<file path="src/rtl/sync_debounce.sv">
// Debounces a synchronized level: FILT_CYC consecutive samples qualify a change of filt_out and fire rise_pls/fall_pls.
// Build option SYNC_DEBOUNCE_EVT_CNT_EN adds a saturating qualified-edge counter with a sticky overflow flag.
module sync_debounce #(
  parameter int unsigned FILT_CYC = 16,
  parameter int unsigned FILT_W   = 8,
  parameter bit          INIT     = 1'b0,
  parameter int unsigned EDGE_SEL = 0,
  parameter int unsigned CNT_W    = 16
) (
  input  logic             clk,
  input  logic             rst,
  input  logic             din_sync,
  input  logic             evt_clr,
  output logic             filt_out,
  output logic             rise_pls,
  output logic             fall_pls,
  output logic [CNT_W-1:0] evt_cnt,
  output logic             evt_ovf
);

  localparam logic [1:0] IDLE_LO = 2'd0;
  localparam logic [1:0] QUAL_HI = 2'd1;
  localparam logic [1:0] IDLE_HI = 2'd2;
  localparam logic [1:0] QUAL_LO = 2'd3;
  localparam logic [1:0] RST_ST  = INIT ? IDLE_HI : IDLE_LO;

  localparam logic [FILT_W-1:0] Q_ZERO   = {FILT_W{1'b0}};
  localparam logic [FILT_W-1:0] Q_ONE    = FILT_W'(1);
  localparam logic [FILT_W-1:0] FILT_LIM = FILT_W'(FILT_CYC);

  generate
    if (FILT_CYC == 0 || (FILT_CYC >> FILT_W) != 0) begin : g_bad_filt_cyc
      $error("sync_debounce: FILT_CYC must be in 1..2**FILT_W-1");
    end
  endgenerate

  logic [1:0]        state_r, state_s;
  logic [FILT_W-1:0] qcnt_r, qcnt_s, qinc_s;
  logic              filt_s, rise_s, fall_s;

  // Next-state logic; qcnt is zero in both IDLE states, so qinc_s==1 there and FILT_CYC=1 jumps IDLE->IDLE.
  always_comb begin
    state_s = state_r;
    qcnt_s  = qcnt_r;
    filt_s  = filt_out;
    rise_s  = 1'b0;
    fall_s  = 1'b0;
    qinc_s  = qcnt_r + Q_ONE;
    case (state_r)
      IDLE_LO, QUAL_HI: begin
        if (din_sync) begin
          if (qinc_s == FILT_LIM) begin
            state_s = IDLE_HI;
            qcnt_s  = Q_ZERO;
            filt_s  = 1'b1;
            rise_s  = 1'b1;
          end else begin
            state_s = QUAL_HI;
            qcnt_s  = qinc_s;
          end
        end else begin
          state_s = IDLE_LO;
          qcnt_s  = Q_ZERO;
        end
      end
      IDLE_HI, QUAL_LO: begin
        if (!din_sync) begin
          if (qinc_s == FILT_LIM) begin
            state_s = IDLE_LO;
            qcnt_s  = Q_ZERO;
            filt_s  = 1'b0;
            fall_s  = 1'b1;
          end else begin
            state_s = QUAL_LO;
            qcnt_s  = qinc_s;
          end
        end else begin
          state_s = IDLE_HI;
          qcnt_s  = Q_ZERO;
        end
      end
      default: begin
        state_s = RST_ST;
        qcnt_s  = Q_ZERO;
        filt_s  = INIT;
      end
    endcase
  end

  // Filter state and registered level/pulse outputs.
  always_ff @(posedge clk or posedge rst) begin
    if (rst) begin
      state_r  <= RST_ST;
      qcnt_r   <= Q_ZERO;
      filt_out <= INIT;
      rise_pls <= 1'b0;
      fall_pls <= 1'b0;
    end else begin
      state_r  <= state_s;
      qcnt_r   <= qcnt_s;
      filt_out <= filt_s;
      rise_pls <= rise_s;
      fall_pls <= fall_s;
    end
  end

`ifdef SYNC_DEBOUNCE_EVT_CNT_EN
  localparam logic [CNT_W-1:0] C_ZERO = {CNT_W{1'b0}};
  localparam logic [CNT_W-1:0] C_ONE  = CNT_W'(1);

  logic             evt_s;
  logic [CNT_W-1:0] cnt_r;
  logic             ovf_r;

  // Event select: counts on the same edge that registers the matching pulse.
  always_comb begin
    evt_s = 1'b0;
    case (EDGE_SEL)
      32'd0:   evt_s = rise_s;
      32'd1:   evt_s = fall_s;
      32'd2:   evt_s = rise_s | fall_s;
      default: evt_s = 1'b0;
    endcase
  end

  // Saturating counter; a clear coincident with an event leaves a count of one.
  always_ff @(posedge clk or posedge rst) begin
    if (rst) begin
      cnt_r <= C_ZERO;
      ovf_r <= 1'b0;
    end else if (evt_clr) begin
      cnt_r <= evt_s ? C_ONE : C_ZERO;
      ovf_r <= 1'b0;
    end else if (evt_s) begin
      if (&cnt_r) begin
        ovf_r <= 1'b1;
      end else begin
        cnt_r <= cnt_r + C_ONE;
      end
    end
  end

  assign evt_cnt = cnt_r;
  assign evt_ovf = ovf_r;
`else
  logic unused_evt_clr_s;
  assign unused_evt_clr_s = evt_clr;
  assign evt_cnt = {CNT_W{1'b0}};
  assign evt_ovf = 1'b0;
`endif

endmodule

</file>
<file path="config.mk">
export PLATFORM = sky130hd
export DESIGN_NAME = sync_debounce
export DESIGN_NICKNAME = d
export VERILOG_FILES = /design/src/rtl/sync_debounce.sv
export SDC_FILE = /design/constraint.sdc
export NUM_CORES = 1
export LEC_CHECK = 0
export CAP_MARGIN = 25
export CORE_MARGIN = 4
export CORE_UTILIZATION = 48
export CTS_BUF_LIST = sky130_fd_sc_hd__clkbuf_16
export CTS_CLUSTER_SIZE = 10
export DETAILED_ROUTE_END_ITERATION = 12
export PLACE_DENSITY = 0.85
export SYNTH_ARGS = -nofsm -noshare
export SYNTH_HDL_FRONTEND = slang
export SYNTH_SLANG_ARGS = --single-unit
</file>
<file path="constraint.sdc">
create_clock -name clk -period 3.71 [get_ports clk]
set_input_delay 0.371 -clock clk [delete_from_list [all_inputs] [get_ports clk]]
set_output_delay 0.371 -clock clk [all_outputs]
set_load 0.02 [all_outputs]
</file>
## Yosys cells after proc, flatten, opt, wreduce, memory -nomap -nowiden

Index checks and enable logic that the tools add are counted.

| word-level totals | value |
|---|---|
| logic and storage cells | 37 |
| register bits after elaboration | 13 |

| operators by class | value |
|---|---|
| add/subtract/negate cells | 1 |
| reductions and logical operators | 4 |
| equal/unequal tests | 8 |
| muxes and demuxes | 19 |

Operator list:

| operator | number |
|---|---|
| $mux W8 | 3 |
| $pmux W8 S2 | 1 |
| $mux W1 | 9 |
| $add A8 B1 Y8 const B | 1 |
| $eq A8 B5 Y1 const B | 1 |
| $mux W2 | 4 |
| $ne A2 B2 Y1 const B | 4 |
| $eq A2 B2 Y1 const B | 2 |
| $pmux W2 S2 | 1 |
| $reduce_and A4 Y1 | 1 |
| $reduce_or A2 Y1 | 2 |
| $eq A2 B1 Y1 const B | 1 |
| $logic_not A2 Y1 | 1 |
| $pmux W1 S2 | 1 |

## Longest topological paths before layout

Gate-level depths: netlist of the first run.

| logic depth | value |
|---|---|
| word-level depth | 5 |
| depth in mapped cells | 5 |
| mapped depth without buffers | 5 |

## Worst setup path before layout of the first run

Ideal clock, no wire load.

| timing | value |
|---|---|
| path kind | register -> register |
| start | register qcnt_r[0] |
| end | register state_r[1] |
| library setup time | 0.128 ns |
| stages on the path, launching flop included | 6 |
| data required time | 3.582 ns |
| setup slack | 2.161 ns |
| data arrival time | 1.421 ns |
| path buffers | 0 |
| path through | dfrtp_1 > ha_1 > nand2_1 > a2bb2oi_1 > nor3_2 > mux2_1 |

| on the way | value |
|---|---|
| longest elaborated chain between the ends | 5 |

Ends and longest elaborated chain:

| what | line | source |
|---|---|---|
| from (decl) | 38 | `logic [FILT_W-1:0] qcnt_r, qcnt_s, qinc_s;` |
| from (signal assigned) | 100 | `qcnt_r <= qcnt_s;` |
| $add A8 B1 Y8 * | 48 | `qinc_s = qcnt_r + Q_ONE;` |
| $eq A8 B5 Y1 * | 52, 68 |  |
| $mux W2 (on tied branches) | 68, 52 |  |
| $mux W2 (on tied branches) | 67, 51 |  |
| $pmux W2 S2 * | 49 | `case (state_r)` |
| net state_s[1] | 37 | `logic [1:0] state_r, state_s;` |
| to (signal assigned) | 99 | `state_r <= state_s;` |
| to (decl) | 37 |  |

The timed path passes the listed nets; every way through them passes the cells marked *.
A chain may end at the register's enable or synchronous reset.

## Final worst setup path of the first run

Same ends and word-level chain as after synthesis.

==> run summary, run 1 <==
The share of total power dissipated in sequential elements is 0.376. Setup repair after global routing left no endpoint under its margin. The number of instances in the synthesized netlist is 84.

The row count came out at 14. The top-level I/O count is 24. The total of cells resized after clock tree synthesis came out at 0. STA puts the critical path data required time at 3830 ps. The flow ran to the end, and the final reports show no timing, DRC or antenna violations. The worst setup path is of the reg -> reg kind. The largest delay contributor family on the critical path is flip-flops. The register bit count reported by yosys is 12.

The number of clock sinks seen by CTS is 12. The worst slew slack as a fraction of its limit is 0.5067. The clock buffer count from CTS came out at 3.

The first routing iteration left 13 violations. The final routed DRC violation total came out at 0. Summed over all instances, the cell type with the most area after synthesis is sky130_fd_sc_hd__dfrtp_1. The number of antenna violations at the first check in global routing came out at 0.

In this run the number of H-tree levels came out at 1. The final worst-path setup slack came out at between 1500 and 2000 ps. The final-report hold violation count is 0. The number of flops mapped to enable cells by yosys is 0.

Max-cap violations in this run came to 0. The setup fix buffers added after clock tree synthesis is 0. Of the total synthesized cell area, the portion taken by full adders, half adders and majority gates is 0.03165.

The count of pins over their slew limit is 0. In the synthesized netlist the dominant register cell turns out to be sky130_fd_sc_hd__dfrtp_1. The part of the power in combinational logic is 0.088. The core area is approximately 1500 sq um.

The critical path goes through ha_1, nand2_1, a2bb2oi_1, nor3_2, mux2_1. The total routing usage reported by global routing is 0.1289. The die area came out at around 2400 sq um. At the worst endpoint, the arrival time is ~1900 ps. The layout cell share with drive strength beyond 1 is 0.07865. In this run the power density over the cells is about 440 nW/um^2. In the final design database the tool counted between 90 and 100 nets.

The period utilization came out at 0.4820. The die extent in x is 48.59 um. The per-cell via count in the routed design is 5.276. The first-pass GRT wire length came out at between 2000 and 2500 um. The leakage power figure is approximately 0.36 nW. The die boundary height is between 40 and 50 um. The post-DP HPWL is 920.9 um. The root buffer cell chosen for the clock tree is sky130_fd_sc_hd__clkbuf_16.

The portion of synthesized area spent on multiplexers is 0.01424. The total grt overflow came out at 0. Of the total power, the clock network draws 0.536. The post-synthesis compound-gate area fraction came out at 0.09968. On the worst path, the slowest cell contributes a delay of roughly 450 ps. The min-delay analysis places its worst path in the category in -> async. The number of global-route vias before repair is between 500 and 600. For this configuration, the core starts out at a cell density of 0.5189. The endpoint type of the worst setup path is a register.

For this run, the register share of the synthesized area comes to 0.3797. The number of warnings printed during yosys synthesis is 0. The highest clock frequency the design can meet is about 0.56 GHz. The commonest cells after synthesis are sky130_fd_sc_hd__buf_4, sky130_fd_sc_hd__dfrtp_1, sky130_fd_sc_hd__nor2_1, sky130_fd_sc_hd__xnor2_1, sky130_fd_sc_hd__a21oi_1.

The internal portion of the total power is between 0.2 and 0.3 mW. Yosys attributes the largest share of cell area to sky130_fd_sc_hd__dfrtp_1, sky130_fd_sc_hd__buf_4, sky130_fd_sc_hd__xnor2_1. Counting along the longest clock path gives a buffer depth of 2.

The final weighted congestion of routability-driven global placement came out at about 0.81. The number of setup violations in the final report is 0. The net switching power figure came out at 0.08758 mW. From synthesis to final layout, the design area changed by 6.804%. The async set or reset register ratio after synthesis is 1.000. The worst slack at placement is 1900 ps. The fraction of power spent switching nets came out at 0.2361. The number of buffers and inverters on the critical path came out at 0. The total standard cell area after synthesis is between 700 and 800 sq um. The routed design could run at a clock period as short as roughly 1800 ps. Among all stages on the critical path, the largest delay is contributed by sky130_fd_sc_hd__dfrtp_1. In this run the mean area of a mapped cell was 9.414 sq um.

Port buffering added 5 buffers. The clock latency at the later pin of the worst-skew pair is roughly 240 ps. Wires add up to around 1400 um. The xor and xnor fraction of the mapped netlist area came out at 0.07753. The synthesized netlist contains 29 unique library cells. The kind of start point of the critical path is a register. The antenna cell count came out at 0.

The slew at the pin with the worst max-slew slack came out at 734.7 ps. After synthesis, the largest family of logic cells by area is buffers and inverters. The clock transition at the register clock pins on the worst setup and hold paths after CTS is ~40 ps.

The post-synthesis simple-gate area fraction came out at 0.1820. The number of buffers inserted for hold repair after clock tree synthesis is 0. The post-placement cell area came out at about 770 sq um. By instance count, the leading cell after synthesis is sky130_fd_sc_hd__buf_4. The fill cell total of the finished layout is approximately 130. The total negative setup slack is 0 ps.

The number of routed nets with antenna violations is 0. Entering global routing, the biggest net connects 13 pins. The largest voltage drop on the vdd net is 313.7 uV. The total vias in the final route is roughly 550. The final design area excluding fillers is 844.6 sq um.

The area share of the leading cell type in the synthesized netlist is 0.3797. The CTS tree is built. The final clock skew is just over 2 ps.

Dividing the detail-routed wire length by the instance count gives around 13 um. The highest fanout seen on the critical path is 6. The number of detailed-route iterations in the first pass came out at 6.
[cell families after synthesis]
| kind of cell | after synthesis |
|---|---|
| other | 1 |
| XOR/XNOR | 7 |
| AO/OA/AOI/OAI | 11 |
| adder cells (fa/ha/maj) | 2 |
| buffers and inverters | 23 |
| flip-flops | 12 |
| AND/OR/NAND/NOR | 27 |
| multiplexers | 1 |
[flip-flops by register name, summed over array words and instances (netlist names)]
name      flops
rise_pls      1
filt_out      1
fall_pls      1
state_r       1
qcnt_r        8
[final timing paths]
path,start,endpoint,slack (ps),cells past startpoint
min reg2reg,state_r[1],state_r[1],540,1
max reg2reg,qcnt_r[0],state_r[1],1920,5
min in group clk,state_r[1],state_r[1],540,1
max in group asynchronous,rst,qcnt_r[3],2960,2
max,qcnt_r[0],state_r[1],1920,5
min,rst,filt_out,440,2
[per-layer routing]
layer	up-vias	global-route usage	share of wire
met5	-	0	0
li1	258	-	-
met3	4	0.03681	0.058
met4	0	0.06726	0.027
met1	271	0.1489	0.43
met2	21	0.2130	0.48
[layout by cell type, fill, tap and decap left out]
cell,count
sky130_fd_sc_hd__o31ai_1,1
sky130_fd_sc_hd__nor2b_1,1
sky130_fd_sc_hd__mux2_1,1
sky130_fd_sc_hd__xor2_1,1
sky130_fd_sc_hd__nor3_2,1
sky130_fd_sc_hd__nor3b_1,1
sky130_fd_sc_hd__clkinv_1,1
sky130_fd_sc_hd__nor2_1,7
sky130_fd_sc_hd__a2bb2oi_1,1
sky130_fd_sc_hd__nand2b_1,1
sky130_fd_sc_hd__a311oi_2,1
sky130_fd_sc_hd__ha_1,2
sky130_fd_sc_hd__inv_1,3
sky130_fd_sc_hd__nor3_1,3
sky130_fd_sc_hd__conb_1,17
sky130_fd_sc_hd__clkdlybuf4s50_1,5
sky130_fd_sc_hd__a21oi_1,5
sky130_fd_sc_hd__xnor2_1,6
sky130_fd_sc_hd__nand3_1,3
sky130_fd_sc_hd__dfrtp_1,12
sky130_fd_sc_hd__and3_2,1
sky130_fd_sc_hd__o21ai_0,2
sky130_fd_sc_hd__or3_1,1
sky130_fd_sc_hd__clkbuf_16,3
sky130_fd_sc_hd__nor4_1,2
sky130_fd_sc_hd__a31oi_2,1
sky130_fd_sc_hd__nand3b_1,1
sky130_fd_sc_hd__nand2_1,4
sky130_fd_sc_hd__nor4b_1,1
[power groups by stage]
| stage | combinational (mW) | sequential (mW) | clock (mW) |
|---|---|---|---|
| 3_3_place_gp | 0.0317 | 0.141 | 0 |
| 3_5_place_dp | 0.0323 | 0.141 | 0 |
| 5_1_grt | 0.0360 | 0.140 | 0.207 |
| 4_1_cts | 0.0326 | 0.139 | 0.201 |
| 2_1_floorplan | 0.0434 | 0.139 | 0 |
| 6_report | 0.0328 | 0.139 | 0.199 |
[final cells by class]
| type | count | area (sq um) | share of cell area |
|---|---|---|---|
| multi-input combinational | 65 | 384.1 | 0.4548 |
| sequential | 12 | 300.3 | 0.3556 |
| clock buffer | 3 | 75.07 | 0.08889 |
| timing repair buffer | 5 | 50.05 | 0.05926 |
| tap | 16 | 20.02 | 0.02370 |
| inverter | 3 | 11.26 | 0.01333 |
| clock inverter | 1 | 3.754 | 0.004444 |
[stage by stage]
stage / util / total power, mW / cells / hold WS, ps
after global routing: 0.5542 / 0.3825 / 105 / 516.6
after CTS: 0.5542 / 0.3730 / 105 / 454.9
after global placement: 0.5025 / 0.1722 / 101 / 513.2
after floorplan: - / 0.1821 / 100 / 235.7
final: 0.5542 / 0.3710 / 105 / 438.3
after detailed placement: 0.5025 / 0.1732 / 101 / 524.8
No activity file was read; power rests on OpenSTA's default activity.
==> run 2: changes to the inputs <==
--- a/config.mk
+++ b/config.mk
@@ -7,11 +7,11 @@
 export LEC_CHECK = 0
 export CAP_MARGIN = 25
 export CORE_MARGIN = 4
-export CORE_UTILIZATION = 48
+export CORE_UTILIZATION = 45
 export CTS_BUF_LIST = sky130_fd_sc_hd__clkbuf_16
 export CTS_CLUSTER_SIZE = 10
 export DETAILED_ROUTE_END_ITERATION = 12
-export PLACE_DENSITY = 0.85
+export PLACE_DENSITY = 0.8
 export SYNTH_ARGS = -nofsm -noshare
 export SYNTH_HDL_FRONTEND = slang
 export SYNTH_SLANG_ARGS = --single-unit
==> constraint.sdc (replaced) <==
create_clock -name clk -period 1.85 [get_ports clk]
set_input_delay 0.185 -clock clk [delete_from_list [all_inputs] [get_ports clk]]
set_output_delay 0.185 -clock clk [all_outputs]
set_load 0.02 [all_outputs]
==> run summary, run 2 (synthesized netlist as in run 1, its figures left out) <==
The worst slack at placement is 119.3 ps (-1780 ps). The library cell used most frequently in the layout, excluding fill and tap cells, is sky130_fd_sc_hd__conb_1. The total of cells resized after clock tree synthesis came out at 0 (unchanged). Relative to the synthesized area, the layout overhead comes to 8.703%. The max-cap check violation count is 0 (unchanged). The highest fanout seen on the critical path came out at 6 (unchanged).

The number of setup violations in the final report is 0 (unchanged). The post-layout minimum cycle time is 1709 ps (-79.40 ps). The first-pass GRT wire length is 2442 um (+0.87%). The clock transition at the register clock pins on the worst setup and hold paths after CTS is 40 ps (about the same). The number of global-route vias before repair came out at 524 (+1.4%). The slew at the pin with the worst max-slew slack is 552.3 ps (-182.5 ps). The final clock skew is 3.470 ps (+1.439 ps). The power per cell area came out at 862.0 nW/um^2 (+96%). The number of cells after detailed placement is 103 (+2.0%). By startpoint and endpoint, the worst setup path is classified as reg -> reg. The number of antenna violations at the first check in global routing was 0 (unchanged). The worst hold path belongs to the class in -> async. qcnt_r holds more flip-flops than any other register.

The final routed DRC violation total is 0 (unchanged). After global routing, the most crowded layer is met2. The number of clock sinks seen by CTS came out at 12 (unchanged). The data arrival time of the critical path is 1830 ps (-80 ps). The period utilization is 0.9237 (+0.4417). The number of buffers inserted by port buffering came out at 5 (unchanged). The layout cell share with drive strength beyond 1 came out at 0.09890 (+0.02025). The total vias in the final route is 550 (-0.72%). The highest-delay cell along the critical path is sky130_fd_sc_hd__dfrtp_1. The met3 track utilization from global routing is 0.03916 (+0.002347). The slack of the worst reg-to-reg path is 140 ps (-1780 ps).

The final net count came out at 98 (+2.1%). The run finished with clean final reports. The sum of internal, switching and leakage power is 0.7410 mW (+100%). The count of pins over their slew limit came out at 0 (unchanged). STA classifies the critical path startpoint as a register. The number of detailed-route iterations in the first pass was 5 (-1). The number of levels in the clock H-tree was 1 (unchanged). TritonCTS built the clock tree. The die area is 2492 sq um (+5.5%).

The delay of the slowest cell on the worst path is 420 ps (-30 ps). The total routing usage reported by global routing came out at 0.1315 (+0.002590). The met2 track demand over resource in global routing is 0.2379 (+0.02484). The antenna cell count is 0 (unchanged). The critical path required time came out at 1970 ps (-1860 ps). The root buffer selected by CTS is sky130_fd_sc_hd__clkbuf_16.

The number of routed nets with antenna violations is 0 (unchanged). The leakage power figure is 0.3683 nW (+3.0%). The highest clock frequency the design can meet came out at 0.5852 GHz (+4.6%). The top-level I/O count is 24 (unchanged). The row count came to 14 (unchanged).

The worst slew slack as a fraction of its limit is 0.6266 (+0.1200). The origin of the critical flop-to-flop path is qcnt_r[0]. The met1 track demand over resource in global routing was 0.1341 (-0.01478). The final-report hold violation count came out at 0 (unchanged). The final worst-path setup slack came out at 141.2 ps (-1781 ps). The maximum number of pins on one net before global-route repair is 13 (unchanged). The total negative setup slack came out at 0 ps (unchanged). The per-cell via count in the routed design is 5.140 (-2.6%). The total grt overflow was 0 (unchanged). The die boundary height came out at 49.92 um (+2.7%).

The clock latency at the later pin of the worst-skew pair came out at 240 ps (about the same). The final weighted congestion of routability-driven global placement is 0.8664 (+7.6%). The maximum clock insertion buffer count is 2 (unchanged). The clock buffer count from CTS came to 3 (unchanged).

The core area came out at 1577 sq um (+3.4%). The final core area utilization came out at 0.5452 (-0.008949). The worst register-to-register path ends at state_r[1]. STA classifies the critical path endpoint as a register.

The effective utilization at floorplan came out at 0.5016 (-0.01730). Setup repair after global routing left no endpoint under its margin. The detailed-route wire length per cell is 13.76 um (+2.9%).

In the layout the commonest cells are sky130_fd_sc_hd__conb_1, sky130_fd_sc_hd__dfrtp_1, sky130_fd_sc_hd__nor2_1, sky130_fd_sc_hd__xnor2_1. The length in cells of the worst reg-to-reg path came out at 5 (unchanged). The number of flip-flops in the largest register is 8 (unchanged). The post-detailed-routing wire length is 1472 um (+4.8%). The die extent in x is 49.92 um (+2.7%). The largest voltage drop on the vdd net is 782.9 uV (+150%). The non-filler instance count after layout is 107 (+1.9%). The fill cell total of the finished layout is 145 (+12%). The starting DRC count in detailed routing came out at 22 (+9). The setup fix buffers added after clock tree synthesis is 0 (unchanged). Walking the worst path, the cells encountered are ha_1, nand2_1, a2bb2oi_1, nor3_2, mux2_1.
[run 2: cell count changes in the layout (fill, tap and decap cells not counted)]
cell,previous run,this run
sky130_fd_sc_hd__buf_4,0,2
[run 2: layout make-up]
cell class                      count  area (sq um)  area share
Inverter                            3         11.26     0.01310
Clock inverter                      1         3.754    0.004367
Tap cell                           16         20.02     0.02329
Multi-Input combinational cell     65         384.1      0.4469
Sequential cell                    12         300.3      0.3493
Timing Repair Buffer                7         65.06     0.07569
Clock buffer                        3         75.07     0.08734
[run 2: routing by layer]
metal  share of wire  routed length [um]  vias to the layer above
met5               0                   0                        -
met4           0.021                  31                        0
met3           0.069                 102                        4
met2            0.53                 779                       25
met1            0.38                 559                      260
li1                -                   -                      261
[run 2: stage by stage]
step,hold WS (ps),cell area [sq um]
floorplan,49.70,850.8
global placement,513.6,780.7
detailed placement,522.1,780.7
CTS,274.6,859.6
global route,303.6,859.6
finish,255.1,859.6
[run 2: worst max-delay path by stage]
stage | startpoint | to
5_1_grt | qcnt_r[0] | qcnt_r[4]
6_report | qcnt_r[0] | state_r[1]
3_5_place_dp | qcnt_r[0] | state_r[1]
3_3_place_gp | qcnt_r[0] | state_r[1]
2_1_floorplan | qcnt_r[0] | state_r[1]
4_1_cts | qcnt_r[0] | state_r[1]
[run 2: worst max-delay path: cells and delay by family (launching register included)]
kind / cells / cell delay [ps]
flip-flops: 1 / 420
AND/OR/NAND/NOR: 2 / 350
multiplexers: 1 / 350
adder cells (fa/ha/maj): 1 / 280
AO/OA/AOI/OAI: 1 / 190
[run 2: timing repair]
action                                  CTS  global route
endpoints found under the setup margin    0             1
endpoints found under the hold margin     0             0
hold buffers                              0             0
[run 2: where the power goes]
part / internal (mW) / switching, mW / total, mW
registers: 0.269 / 0.00931 / 0.278
logic: 0.0164 / 0.0522 / 0.0686
clock network: 0.284 / 0.110 / 0.394
==> run 3: changes to the inputs <==
--- a/config.mk
+++ b/config.mk
@@ -7,11 +7,11 @@
 export LEC_CHECK = 0
 export CAP_MARGIN = 25
 export CORE_MARGIN = 4
-export CORE_UTILIZATION = 45
-export CTS_BUF_LIST = sky130_fd_sc_hd__clkbuf_16
+export CORE_UTILIZATION = 47
+export CTS_BUF_LIST = sky130_fd_sc_hd__clkbuf_4
 export CTS_CLUSTER_SIZE = 10
 export DETAILED_ROUTE_END_ITERATION = 12
-export PLACE_DENSITY = 0.8
+export PLACE_DENSITY = 0.83
 export SYNTH_ARGS = -nofsm -noshare
 export SYNTH_HDL_FRONTEND = slang
 export SYNTH_SLANG_ARGS = --single-unit
==> run summary, run 3 (synthesized netlist as in run 1, its figures left out) <==
In the layout the commonest cells are sky130_fd_sc_hd__conb_1, sky130_fd_sc_hd__dfrtp_1, sky130_fd_sc_hd__nor2_1, sky130_fd_sc_hd__xnor2_1. STA classifies the critical path endpoint as a register. The post-layout minimum cycle time came out at 1679 ps (-29.94 ps). The number of detailed-route iterations in the first pass came out at 4 (-1).

The sequential cell area was 301.5 sq um (+0.42%). The number of setup violations in the final report came to 0 (unchanged). The per-cell via count in the routed design came out at 4.944 (-3.8%). The final clock skew came out at 1.298 ps (-2.172 ps). The post-DP HPWL came out at a little under 1000 um. The part of the power in combinational logic is 0.133 (+0.040). The cell family contributing the most delay on the critical path is flip-flops.

The count of pins over their slew limit came to 0 (unchanged). The number of global-route vias before repair came out at 492 (-6.1%). STA classifies the critical path startpoint as a register. The final net count is 98 (unchanged).

The final design area excluding fillers came to 808.3 sq um (-6.0%). The number of buffers and inverters on the critical path came out at 0 (unchanged). The largest voltage drop on the vdd net is 441.7 uV (-44%). The critical path is of the reg -> reg type.

The maximum number of pins on one net before global-route repair came out at 13 (unchanged). The fill cell total of the finished layout came to 137 (-5.5%). The final worst-path setup slack was 171.2 ps (+29.94 ps). The maximum clock insertion buffer count came to 2 (unchanged).

The length in cells of the worst reg-to-reg path came to 5 (unchanged). The multi-input logic area is 384.1 sq um (unchanged). The setup fix buffers added after clock tree synthesis is 0 (unchanged). Setup repair after global routing left no endpoint under its margin. In this run the clock root is driven by a sky130_fd_sc_hd__clkbuf_4.

The number of clock sinks seen by CTS is 12 (unchanged). The data arrival time of the critical path came out at 1840 ps (about the same). The final-report hold violation count was 0 (unchanged). The final weighted congestion of routability-driven global placement is 0.8493 (-2.0%). The fraction of power spent switching nets was 0.2855 (+0.05435). The run finished with clean final reports.

The highest clock frequency the design can meet is 0.5957 GHz (+1.8%). The clock network power share came out at 0.320 (-0.212). The library cell used most frequently in the layout, excluding fill and tap cells, is sky130_fd_sc_hd__conb_1. The sum of internal, switching and leakage power is 0.5074 mW (-32%). The effective utilization at floorplan came out at 0.5130 (+0.01140). The smallest hold slack came out at 201.4 ps (-53.74 ps). The post-placement cell area is 780.7 sq um (unchanged). The final routed DRC violation total is 0 (unchanged). The first-pass GRT wire length is 2214 um (-9.3%). The max-cap check violation count came out at 0 (unchanged). The internal power came out at 0.3625 mW (-36%). The die area came to 2402 sq um (-3.6%). The path class of the lowest-slack min-delay path is in -> async. The row count is 14 (unchanged).

The slowest stage of the critical path is the sky130_fd_sc_hd__dfrtp_2 cell. The number of flip-flops in the largest register came to 8 (unchanged). The number of antenna violations at the first check in global routing was 0 (unchanged).

The highest fanout seen on the critical path is 6 (unchanged). The total routing usage reported by global routing came to 0.1168 (-0.01473). The delay of the slowest cell on the worst path came out at 440 ps (+20 ps).

The post-detailed-routing wire length came out at 1317 um (-11%). The slew at the pin with the worst max-slew slack is 510.9 ps (-41.40 ps). The antenna cell count came out at 0 (unchanged). The net switching power figure is 0.1449 mW (-15%). The clock buffer count from CTS is 3 (unchanged). The total vias in the final route is 529 (-3.8%). Traced cell by cell, the critical path runs through ha_1, nand2_1, a2bb2oi_1, nor3_2, mux2_1. The clock latency at the later pin of the worst-skew pair came to 270 ps (+30 ps). The path length in cells of the critical path is 5 (unchanged). The worst slew slack as a fraction of its limit is 0.6546 (+0.02799). The power per cell area is 627.7 nW/um^2 (-27%).

The critical path required time came to 2010 ps (+40 ps). The sequential fraction of design power came to 0.547 (+0.171). TritonCTS built the clock tree. The die extent in x is 49.02 um (-1.8%).

The top-level I/O count is 24 (unchanged). The total grt overflow is 0 (unchanged). The starting DRC count in detailed routing came to 18 (-18%). The detailed-route wire length per cell came out at 12.31 um (-11%). Relative to the synthesized area, the layout overhead comes to 2.215%.

The total negative setup slack is 0 ps (unchanged). The layout cell share with drive strength beyond 1 came out at 0.1099 (+0.01099). The number of buffers inserted by port buffering came out at 5 (unchanged). Ranked by flip-flop count, first place goes to qcnt_r. The clock transition at the register clock pins on the worst setup and hold paths after CTS is 70 ps (+30 ps). The leakage power figure is 0.3439 nW (-6.6%).

The die boundary height came out at 49.02 um (-1.8%). The core area came out at 1541 sq um (-2.2%). The number of levels in the clock H-tree is 1 (unchanged). The period utilization came out at 0.9075 (-0.01618). The worst slack at placement was 118.9 ps (-0.4680 ps). The number of routed nets with antenna violations is 0 (unchanged).
==> run 3: cell counts in the layout (fill, tap and decap cells not counted) <==
Identical to the previous run, type by type.
==> run 3: worst paths after layout <==
check / slack (ps) / startpoint / endpoint
setup / recovery: 170 / qcnt_r[0] / state_r[1]
hold / removal: 200 / rst / filt_out
setup reg to reg: 170 / qcnt_r[0] / state_r[1]
hold reg to reg: 520 / qcnt_r[0] / qcnt_r[0]
max in group asynchronous: 1320 / rst / qcnt_r[0]
min in group clk: 520 / qcnt_r[0] / qcnt_r[0]
==> run 3: layout make-up <==
class | instances | share of cell area
Multi-Input combinational cell | 65 | 0.4752
Clock buffer | 3 | 0.02786
Clock inverter | 1 | 0.004644
Inverter | 3 | 0.01393
Timing Repair Buffer | 7 | 0.08050
Sequential cell | 12 | 0.3731
Tap cell | 16 | 0.02477
==> run 3: metrics by stage <==
stage / std cells / util
final: 107 / 0.5244
after detailed placement: 103 / 0.5065
after floorplan: 100 / -
after CTS: 107 / 0.5235
after global routing: 107 / 0.5244
after global placement: 103 / 0.5065
==> run 3: worst reg2reg max path: cells and delay by family, from the launching register on <==
family          cells  cell delay, ps
compound gates      1             310
fa+ha+maj           1             270
flops               1             440
mux                 1             310
simple gates        2             240
==> run 3: per-layer routing <==
metal,GRT usage,wire [um],up-vias
met2,0.1870,672,19
met5,0,0,-
met3,0.03670,80,2
met1,0.1412,545,245
li1,-,-,263
met4,0.05381,17,0
==> run 3: power groups by stage <==
stage	Combinational (mW)	Sequential, mW	Clock (mW)
6_report	0.0672	0.278	0.163
3_3_place_gp	0.0656	0.282	0
2_1_floorplan	0.0870	0.278	0
3_5_place_dp	0.0666	0.282	0
4_1_cts	0.0671	0.277	0.171
5_1_grt	0.0759	0.279	0.185
==> run 3: what timing repair did <==
action | CTS | global route
resized for setup | 0 | 1
setup endpoints to repair | 0 | 1
hold buffers | 0 | 0
